--- config.mk ---
export PLATFORM = sky130hd
export DESIGN_NAME = video_timing_gen_param
export DESIGN_NICKNAME = d
export VERILOG_FILES = /design/src/rtl/video_timing_gen_param.sv
export SDC_FILE = /design/constraint.sdc
export NUM_CORES = 1
export LEC_CHECK = 0
export CELL_PAD_IN_SITES_DETAIL_PLACEMENT = 0
export CELL_PAD_IN_SITES_GLOBAL_PLACEMENT = 2
export CORE_ASPECT_RATIO = 1.4
export CORE_MARGIN = 8
export CORE_UTILIZATION = 30
export CTS_CLUSTER_DIAMETER = 120
export DETAILED_ROUTE_END_ITERATION = 8
export HOLD_SLACK_MARGIN = 0.08
export PLACE_DENSITY = 0.76
export SLEW_MARGIN = 40
export SYNTH_ARGS = -nofsm -noshare
export SYNTH_HDL_FRONTEND = slang
export SYNTH_SLANG_ARGS = --single-unit
--- constraint.sdc ---
create_clock -name clk_pixel_in -period 3.6 [get_ports clk_pixel_in]
set_input_delay 0.72 -clock clk_pixel_in [delete_from_list [all_inputs] [get_ports clk_pixel_in]]
set_output_delay 0.72 -clock clk_pixel_in [all_outputs]
set_load 0.02 [all_outputs]
--- src/rtl/video_timing_gen_param.sv ---
`default_nettype none
// ============================================================================
//  Module      : video_timing_gen_param
//  Description : Parametrised raster timing generator for the pixel-clock
//                domain. Produces pixel/line counters, sync pulses with
//                selectable polarity, active-draw, a one-cycle new-frame
//                pulse, a frame counter, and a copy of the position that
//                runs LOOKAHEAD pixels ahead for pipelined renderers.
//  Ports       : clk_pixel_in      - pixel clock
//                rst_in            - synchronous active-high reset
//                en_in             - advance enable (low = freeze raster)
//                hcount_out        - current pixel column
//                vcount_out        - current line
//                hs_out / vs_out   - syncs, polarity from HS_POL / VS_POL
//                ad_out            - active draw
//                nf_out            - new-frame pulse
//                fc_out            - frame counter, 0..FPS-1
//                hcount_early_out  - column LOOKAHEAD clocks ahead
//                vcount_early_out  - line LOOKAHEAD clocks ahead
//                ad_early_out      - active draw for the early position
//  Revision    : 1.0 - initial release
// ============================================================================
module video_timing_gen_param #(
    parameter int H_ACTIVE  = 1280,
    parameter int H_FP      = 110,
    parameter int H_SYNC    = 40,
    parameter int H_BP      = 220,
    parameter int V_ACTIVE  = 720,
    parameter int V_FP      = 5,
    parameter int V_SYNC    = 5,
    parameter int V_BP      = 20,
    parameter int HS_POL    = 1,
    parameter int VS_POL    = 1,
    parameter int FPS       = 60,
    parameter int LOOKAHEAD = 2,
    localparam int c_H_TOTAL = H_ACTIVE + H_FP + H_SYNC + H_BP,
    localparam int c_V_TOTAL = V_ACTIVE + V_FP + V_SYNC + V_BP,
    localparam int c_HW      = $clog2(c_H_TOTAL),
    localparam int c_VW      = $clog2(c_V_TOTAL),
    localparam int c_FW      = $clog2(FPS)
) (
    input  logic            clk_pixel_in,
    input  logic            rst_in,
    input  logic            en_in,
    output logic [c_HW-1:0] hcount_out,
    output logic [c_VW-1:0] vcount_out,
    output logic            hs_out,
    output logic            vs_out,
    output logic            ad_out,
    output logic            nf_out,
    output logic [c_FW-1:0] fc_out,
    output logic [c_HW-1:0] hcount_early_out,
    output logic [c_VW-1:0] vcount_early_out,
    output logic            ad_early_out
);

    // Reset position of the early pair: (0,0) advanced by LOOKAHEAD pixels.
    localparam int c_EH_RST = LOOKAHEAD % c_H_TOTAL;
    localparam int c_EV_RST = (LOOKAHEAD / c_H_TOTAL) % c_V_TOTAL;

    // Window test done at 32 bits so a window ending exactly at the total
    // does not alias to zero in the narrow counter width.
    function automatic logic in_win(input logic [31:0] x, input logic [31:0] lo,
                                    input logic [31:0] hi);
        return (x >= lo) && (x < hi);
    endfunction

    logic [c_HW-1:0] r_h;
    logic [c_VW-1:0] r_v;
    logic [c_FW-1:0] r_fc;
    logic            r_nf;

    logic            w_h_wrap;
    logic [c_HW-1:0] w_h_nxt;
    logic [c_VW-1:0] w_v_nxt;
    logic            w_nf_nxt;
    logic            w_hs_on;
    logic            w_vs_on;
    logic [c_HW-1:0] w_eh;
    logic [c_VW-1:0] w_ev;

    assign w_h_wrap = (r_h == c_HW'(c_H_TOTAL - 1));
    assign w_h_nxt  = w_h_wrap ? '0 : r_h + c_HW'(1);
    assign w_v_nxt  = !w_h_wrap ? r_v :
                      ((r_v == c_VW'(c_V_TOTAL - 1)) ? '0 : r_v + c_VW'(1));
    // The frame boundary is the first blanking pixel after the last active line.
    assign w_nf_nxt = (w_h_nxt == c_HW'(H_ACTIVE)) && (w_v_nxt == c_VW'(V_ACTIVE));

    always_ff @(posedge clk_pixel_in) begin
        if (rst_in) begin
            r_h  <= '0;
            r_v  <= '0;
            r_fc <= '0;
            r_nf <= 1'b0;
        end else if (en_in) begin
            r_h  <= w_h_nxt;
            r_v  <= w_v_nxt;
            r_nf <= w_nf_nxt;
            if (w_nf_nxt) begin
                r_fc <= (r_fc == c_FW'(FPS - 1)) ? '0 : r_fc + c_FW'(1);
            end
        end else begin
            r_nf <= 1'b0;
        end
    end

    generate
        if (LOOKAHEAD == 0) begin : g_early_same
            assign w_eh = r_h;
            assign w_ev = r_v;
        end else begin : g_early_lead
            logic [c_HW-1:0] r_eh;
            logic [c_VW-1:0] r_ev;
            logic            w_eh_wrap;

            assign w_eh_wrap = (r_eh == c_HW'(c_H_TOTAL - 1));

            always_ff @(posedge clk_pixel_in) begin
                if (rst_in) begin
                    r_eh <= c_HW'(c_EH_RST);
                    r_ev <= c_VW'(c_EV_RST);
                end else if (en_in) begin
                    r_eh <= w_eh_wrap ? '0 : r_eh + c_HW'(1);
                    if (w_eh_wrap) begin
                        r_ev <= (r_ev == c_VW'(c_V_TOTAL - 1)) ? '0 : r_ev + c_VW'(1);
                    end
                end
            end

            assign w_eh = r_eh;
            assign w_ev = r_ev;
        end
    endgenerate

    // Decodes are taken straight from the counter registers so every output
    // lines up with the position it describes; rst_in masks them while held.
    assign w_hs_on = !rst_in && in_win(32'(r_h), 32'(H_ACTIVE + H_FP),
                                       32'(H_ACTIVE + H_FP + H_SYNC));
    assign w_vs_on = !rst_in && in_win(32'(r_v), 32'(V_ACTIVE + V_FP),
                                       32'(V_ACTIVE + V_FP + V_SYNC));

    assign hcount_out       = r_h;
    assign vcount_out       = r_v;
    assign hs_out           = (HS_POL != 0) ? w_hs_on : !w_hs_on;
    assign vs_out           = (VS_POL != 0) ? w_vs_on : !w_vs_on;
    assign ad_out           = !rst_in && (32'(r_h) < 32'(H_ACTIVE)) && (32'(r_v) < 32'(V_ACTIVE));
    // A frozen raster must not repeat the frame pulse.
    assign nf_out           = r_nf && en_in && !rst_in;
    assign fc_out           = r_fc;
    assign hcount_early_out = w_eh;
    assign vcount_early_out = w_ev;
    assign ad_early_out     = !rst_in && (32'(w_eh) < 32'(H_ACTIVE)) && (32'(w_ev) < 32'(V_ACTIVE));

endmodule
`default_nettype wire

Word-level counts from Yosys, hierarchy flattened. Cells that the tools add are included. W data, S select, Z words.

Logic and storage cells: 48. Output and inout bits: 53. Bits in registers: 49.

Magnitude comparators: 8. Equal/unequal tests: 7. Bitwise logic cells: 1. Reductions and logical operators: 15. Muxes and demuxes: 6. Add/sub/neg operators: 5.

Operator list (number): $eq A11 B11 Y1 const B (3); $lt A11 B11 Y1 const B (3); $eq A10 B10 Y1 const B (3); $lt A10 B10 Y1 const B (3); $mux W10 (3); $add A11 B1 Y11 const B (2); $mux W11 (2); $add A10 B1 Y10 const B (2); $ge A11 B11 Y1 const B (1); $logic_and A1 B1 Y1 (11); $ge A10 B10 Y1 const B (1); $add A6 B1 Y6 const B (1); $eq A6 B6 Y1 const B (1); $mux W6 (1); $reduce_and A2 Y1 (2); $reduce_or A2 Y1 (1); $logic_not A1 Y1 (1); $not A1 Y1 (1).

Longest topological paths before layout.
Depth in word-level cells: 6. Gate-level depth with buffers: 10. Gate-level depth less buffers: 9.

Least setup slack after synthesis. No wires, ideal clock.

Path kind: flip-flop to flip-flop. From: reg r_v[0], in the netlist vcount_out[0]. To: reg r_fc[2], in the netlist fc_out[2]. Data arrival time: 2.556 ns. Cell stages (with the launch flop): 9. Setup time: 0.123 ns. Data required time: 3.477 ns. Setup slack: 0.921 ns. Path through: dfxtp_1 -> buf_4 -> nand3_1 -> or4_4 -> a2111oi_4 -> a31oi_2 -> nor4_4 -> nand2_1 -> mux2_1.

Word-level cells in the longest chain between the ends: 6. Elaborated cells on any way between the ends: 7.

RTL lines: from (decl) (RTL line 69) `logic [c_VW-1:0] r_v;`; from (signal assigned) (RTL line 97) `r_v <= w_v_nxt;`; $add A10 B1 Y10 / $eq A10 B10 Y1 (equally long branches) (RTL line 85) `((r_v == c_VW'(c_V_TOTAL - 1)) ? '0 : r_v + c_VW'(1));`; $mux W10 (RTL line 85); $mux W10 * (RTL line 84) `assign w_v_nxt = !w_h_wrap ? r_v :`; $eq A10 B10 Y1 * (RTL line 87) `assign w_nf_nxt = (w_h_nxt == c_HW'(H_ACTIVE)) && (w_v_nxt == c_VW'(V_ACTIVE));`; $logic_and A1 B1 Y1 * (RTL line 87); $reduce_and A2 Y1 (no line) *; to (signal assigned) (RTL line 100) `r_fc <= (r_fc == c_FW'(FPS - 1)) ? '0 : r_fc + c_FW'(1);`; to (decl) (RTL line 70) `logic [c_FW-1:0] r_fc;`.

Mark *: on every way between the ends. The rest lies on a longest branch, timed or not. A chain may end at the register's enable or synchronous reset.

Worst setup path after layout.
From: reg r_h[5], in the netlist hcount_out[5]. To: out hs_out.

Word-level cells in the longest chain between the ends: 3. Elaborated cells on any way between the ends: 4.

RTL lines: from (decl) (RTL line 68) `logic [c_HW-1:0] r_h;`; from (signal assigned) (RTL line 96) `r_h <= w_h_nxt;`; $ge A11 B11 Y1 / $lt A11 B11 Y1 (equally long branches) (RTL line 65) `return (x >= lo) && (x < hi);`; $logic_and A1 B1 Y1 * (RTL line 65); $logic_and A1 B1 Y1 * (RTL line 137) `assign w_hs_on = !rst_in && in_win(32'(r_h), 32'(H_ACTIVE + H_FP),`; to (decl) (RTL line 47) `output logic hs_out,`.

Marked as above.

==> impl_results.md <==
- H-tree lvl count: 2
- Clock Skews: 3.41 ps
- Full die area: 0.0136 mm2
- # clock sinks: 49
- Post-synth EDFFs: 0
- Dpl hpwl: 6490 um
- Asr flop ratio synth: 0%
- Drt wl/cell: 15.2 um
- Total track usage: 13.1%
- CP arrival: 2630 ps
- Max Clk Rate: 0.299 GHz
- Syn_area_per_cell: 7.85 um2
- Leak: 1.32 nW
- Post-Syn Area: 0.00302 mm2
- Starting DRT DRC Count: 123
- Initial core utilization: 30.7%
- Final wirelength: 8640 um
- Final net count: 448
- Dpl cells: 562
- P per Cell Area: 304 mW/mm2
- Slew Limit Headroom: 60.5%
- Setup total negative slack: 0 ps
- FP Rows: 43
- Worst skew pair latency: 290 ps
- Status: finished, final reports clean
- Total CTS buffers: 5
- Top FF cell, synth: dfxtp_1
- Port bufs: 55
- Number of global-route vias before repair: 2,843
- Worst Path Class, Setup: flop to output pin
- Vias: 2,914
- Crit-path max FO: 10
- Gate Count Post-Synth: 385
- Internal Pwr Total: 0.924 mW
- Min Hold Slack: 545 ps
- Clock transition at the registers of the reported paths: 70 ps
- Final Util: 39.5%
- Total gr overflow: 0
- Post-cts hold buffer count: 0
- Die height: 135 um
- Least-Margin Pin Slew: 587 ps
- Peak VDD IR: 0.000149 V
- Max-slew violations: 0
- RSZ-0062 raised after global routing: no
- Post-CTS Setup Repair Bufs: 0
- CTS tree: built
- Ports: 56
- Die Width: 101 um
- CP startpoint kind: flop
- Antenna-violating nets left: 0
- Gpl congestion: 0.782
- Initial antenna violation count: 0
- Register area share after synthesis: 32.5%
- Antenna diodes: 0
- Pwr Total: 1.18 mW
- Finished Layout Cells: 570
- Synth cell types: 57
- Syn Nets: 399
- Root Buffer: clkbuf_16
- Core Box Area: 0.00985 mm2
- Critical path endpoint category: output pin
- Clk buf depth: 2
- Sequential Power Share: 47.1%
- Clk pwr share: 47.1%
- Period utilisation layout: 93.0%
- Largest net degree at the start of global routing: 18
- Initial DRT Pass Iterations: 4
- Sw Pwr: 0.257 mW
- Switching share of power: 21.8%
- # Max-Cap Violations: 0
- Via density: 5.11
- First-pass GRT wire length: 14,400 um
- Comb power frac: 5.8%
- Post_cts resized: 0
- Final hold violation count: 0
- CP cell instances: and2_1, nor3b_1, a31oi_1, nor4_1, clkdlybuf4s50_1
- Setup violators final: 0
- Yosys warnings: 0
- Synth-to-Final Area Change: 28.7%
- #FFs+latches synth: 49
- CP max stage cell: clkdlybuf4s50_1
- CP required: 2880 ps
- CP peak stage delay: 700 ps
- DRC Markers: 0
- Ratio of cells with drive above 1 in the final layout: 6.90%
- Tmin final: 3350 ps
- Hold crit path type: flop to flop
layout make-up:
| cell class | count | area [um2] |
|---|---|---|
| Timing Repair Buffer | 68 | 648 |
| Tap cell | 135 | 169 |
| Inverter | 9 | 33.8 |
| Multi-Input combinational cell | 301 | 1880 |
| Clock inverter | 2 | 37.5 |
| Fill cell | 1045 | 5960 |
| Sequential cell | 49 | 981 |
| Clock buffer | 6 | 139 |
worst max-delay path, delay by kind of cell (launching register included):
kind / cells / cell delay, ps
AOI/OAI and AO/OA: 1 / 80
buffers and inverters: 1 / 700
DFF: 1 / 540
and+or+nand+nor: 3 / 1020
through the flow:
stage                     worst slack [ps]  instance area [um2]
after floorplan                        921                 3020
after global placement                 277                 3710
after detailed placement               307                 3710
after CTS                              267                 3890
after global routing                   180                 3890
final                                  253                 3890
layout by cell type, fill, tap and decap left out, types with 12 or more instances in the layout:
cell type / count
nor2_1: 56
clkdlybuf4s50_1: 55
dfxtp_1: 49
nand2_1: 29
a21oi_1: 26
o21ai_0: 19
nand3_1: 16
xor2_1: 16
nor3_1: 14
buf_4: 13
nand4_1: 12
power by group through the flow:
stage	logic (mW)	clock network (mW)	registers (mW)
floorplan	0.0351	0	0.572
global placement	0.0702	0	0.569
detailed placement	0.0708	0	0.569
CTS	0.0709	0.577	0.556
global route	0.0761	0.599	0.557
finish	0.0691	0.556	0.556
Yosys cell counts (3+ instances only):
master / instances / area share [%]
nor2_1: 56 / 7.0
dfxtp_1: 49 / 32
nand2_1: 29 / 3.6
a21oi_1: 26 / 4.3
o21ai_0: 19 / 3.1
nand3_1: 16 / 2.6
xor2_1: 16 / 4.6
nor3_1: 14 / 2.3
clkbuf_1: 12 / 1.5
nand4_1: 12 / 2.5
ha_1: 11 / 4.6
and3_1: 10 / 2.1
xnor2_1: 9 / 2.6
buf_2: 8 / 1.3
nand2b_1: 8 / 1.7
or3_1: 8 / 1.7
inv_1: 7 / 0.87
a311oi_1: 4 / 1.2
a31oi_1: 4 / 0.83
and2_1: 4 / 0.83
and4_1: 4 / 1.2
a21o_1: 3 / 0.74
buf_4: 3 / 0.74
mux2i_1: 3 / 0.99
nand4b_1: 3 / 0.87
nor2b_1: 3 / 0.62
o31ai_1: 3 / 0.74
sequential cells by signal (all words and copies together), names as in the netlist:
register	cells
vcount_early_out	10
vcount_out	10
hcount_out	11
fc_out	6
r_nf	1
hcount_early_out	11
metal layers:
| layer | vias up | GRT usage (%) | wire length, um |
|---|---|---|---|
| met1 | 1357 | 14.7 | 3610 |
| met2 | 73 | 23.2 | 4350 |
| met3 | 15 | 2.37 | 413 |
| li1 | 1469 | - | - |
| met4 | 0 | 5.74 | 259 |
| met5 | - | 0 | 0 |
worst paths after layout:
kind	start	to	slack, ps	depth (start not counted)
hold reg to reg	vcount_early_out[6]	vcount_early_out[6]	550	2
setup reg to reg	hcount_out[4]	fc_out[2]	430	7
hold / removal	vcount_early_out[6]	vcount_early_out[6]	550	2
setup / recovery	hcount_out[5]	hs_out	250	5
cell families (layout without fill, tap and decap cells):
group | count (synthesis) | count (layout) | share of synthesized area (%)
AOI/OAI and AO/OA | 77 | 77 | 16.8
xor gates and xnor gates | 25 | 25 | 7.24
muxes | 4 | 4 | 1.37
buffers and inverters | 35 | 85 | 5.30
DFF | 49 | 49 | 32.5
and+or+nand+nor | 184 | 184 | 32.3
adders and majority gates | 11 | 11 | 4.55
Power figures use the tool's default switching activity.
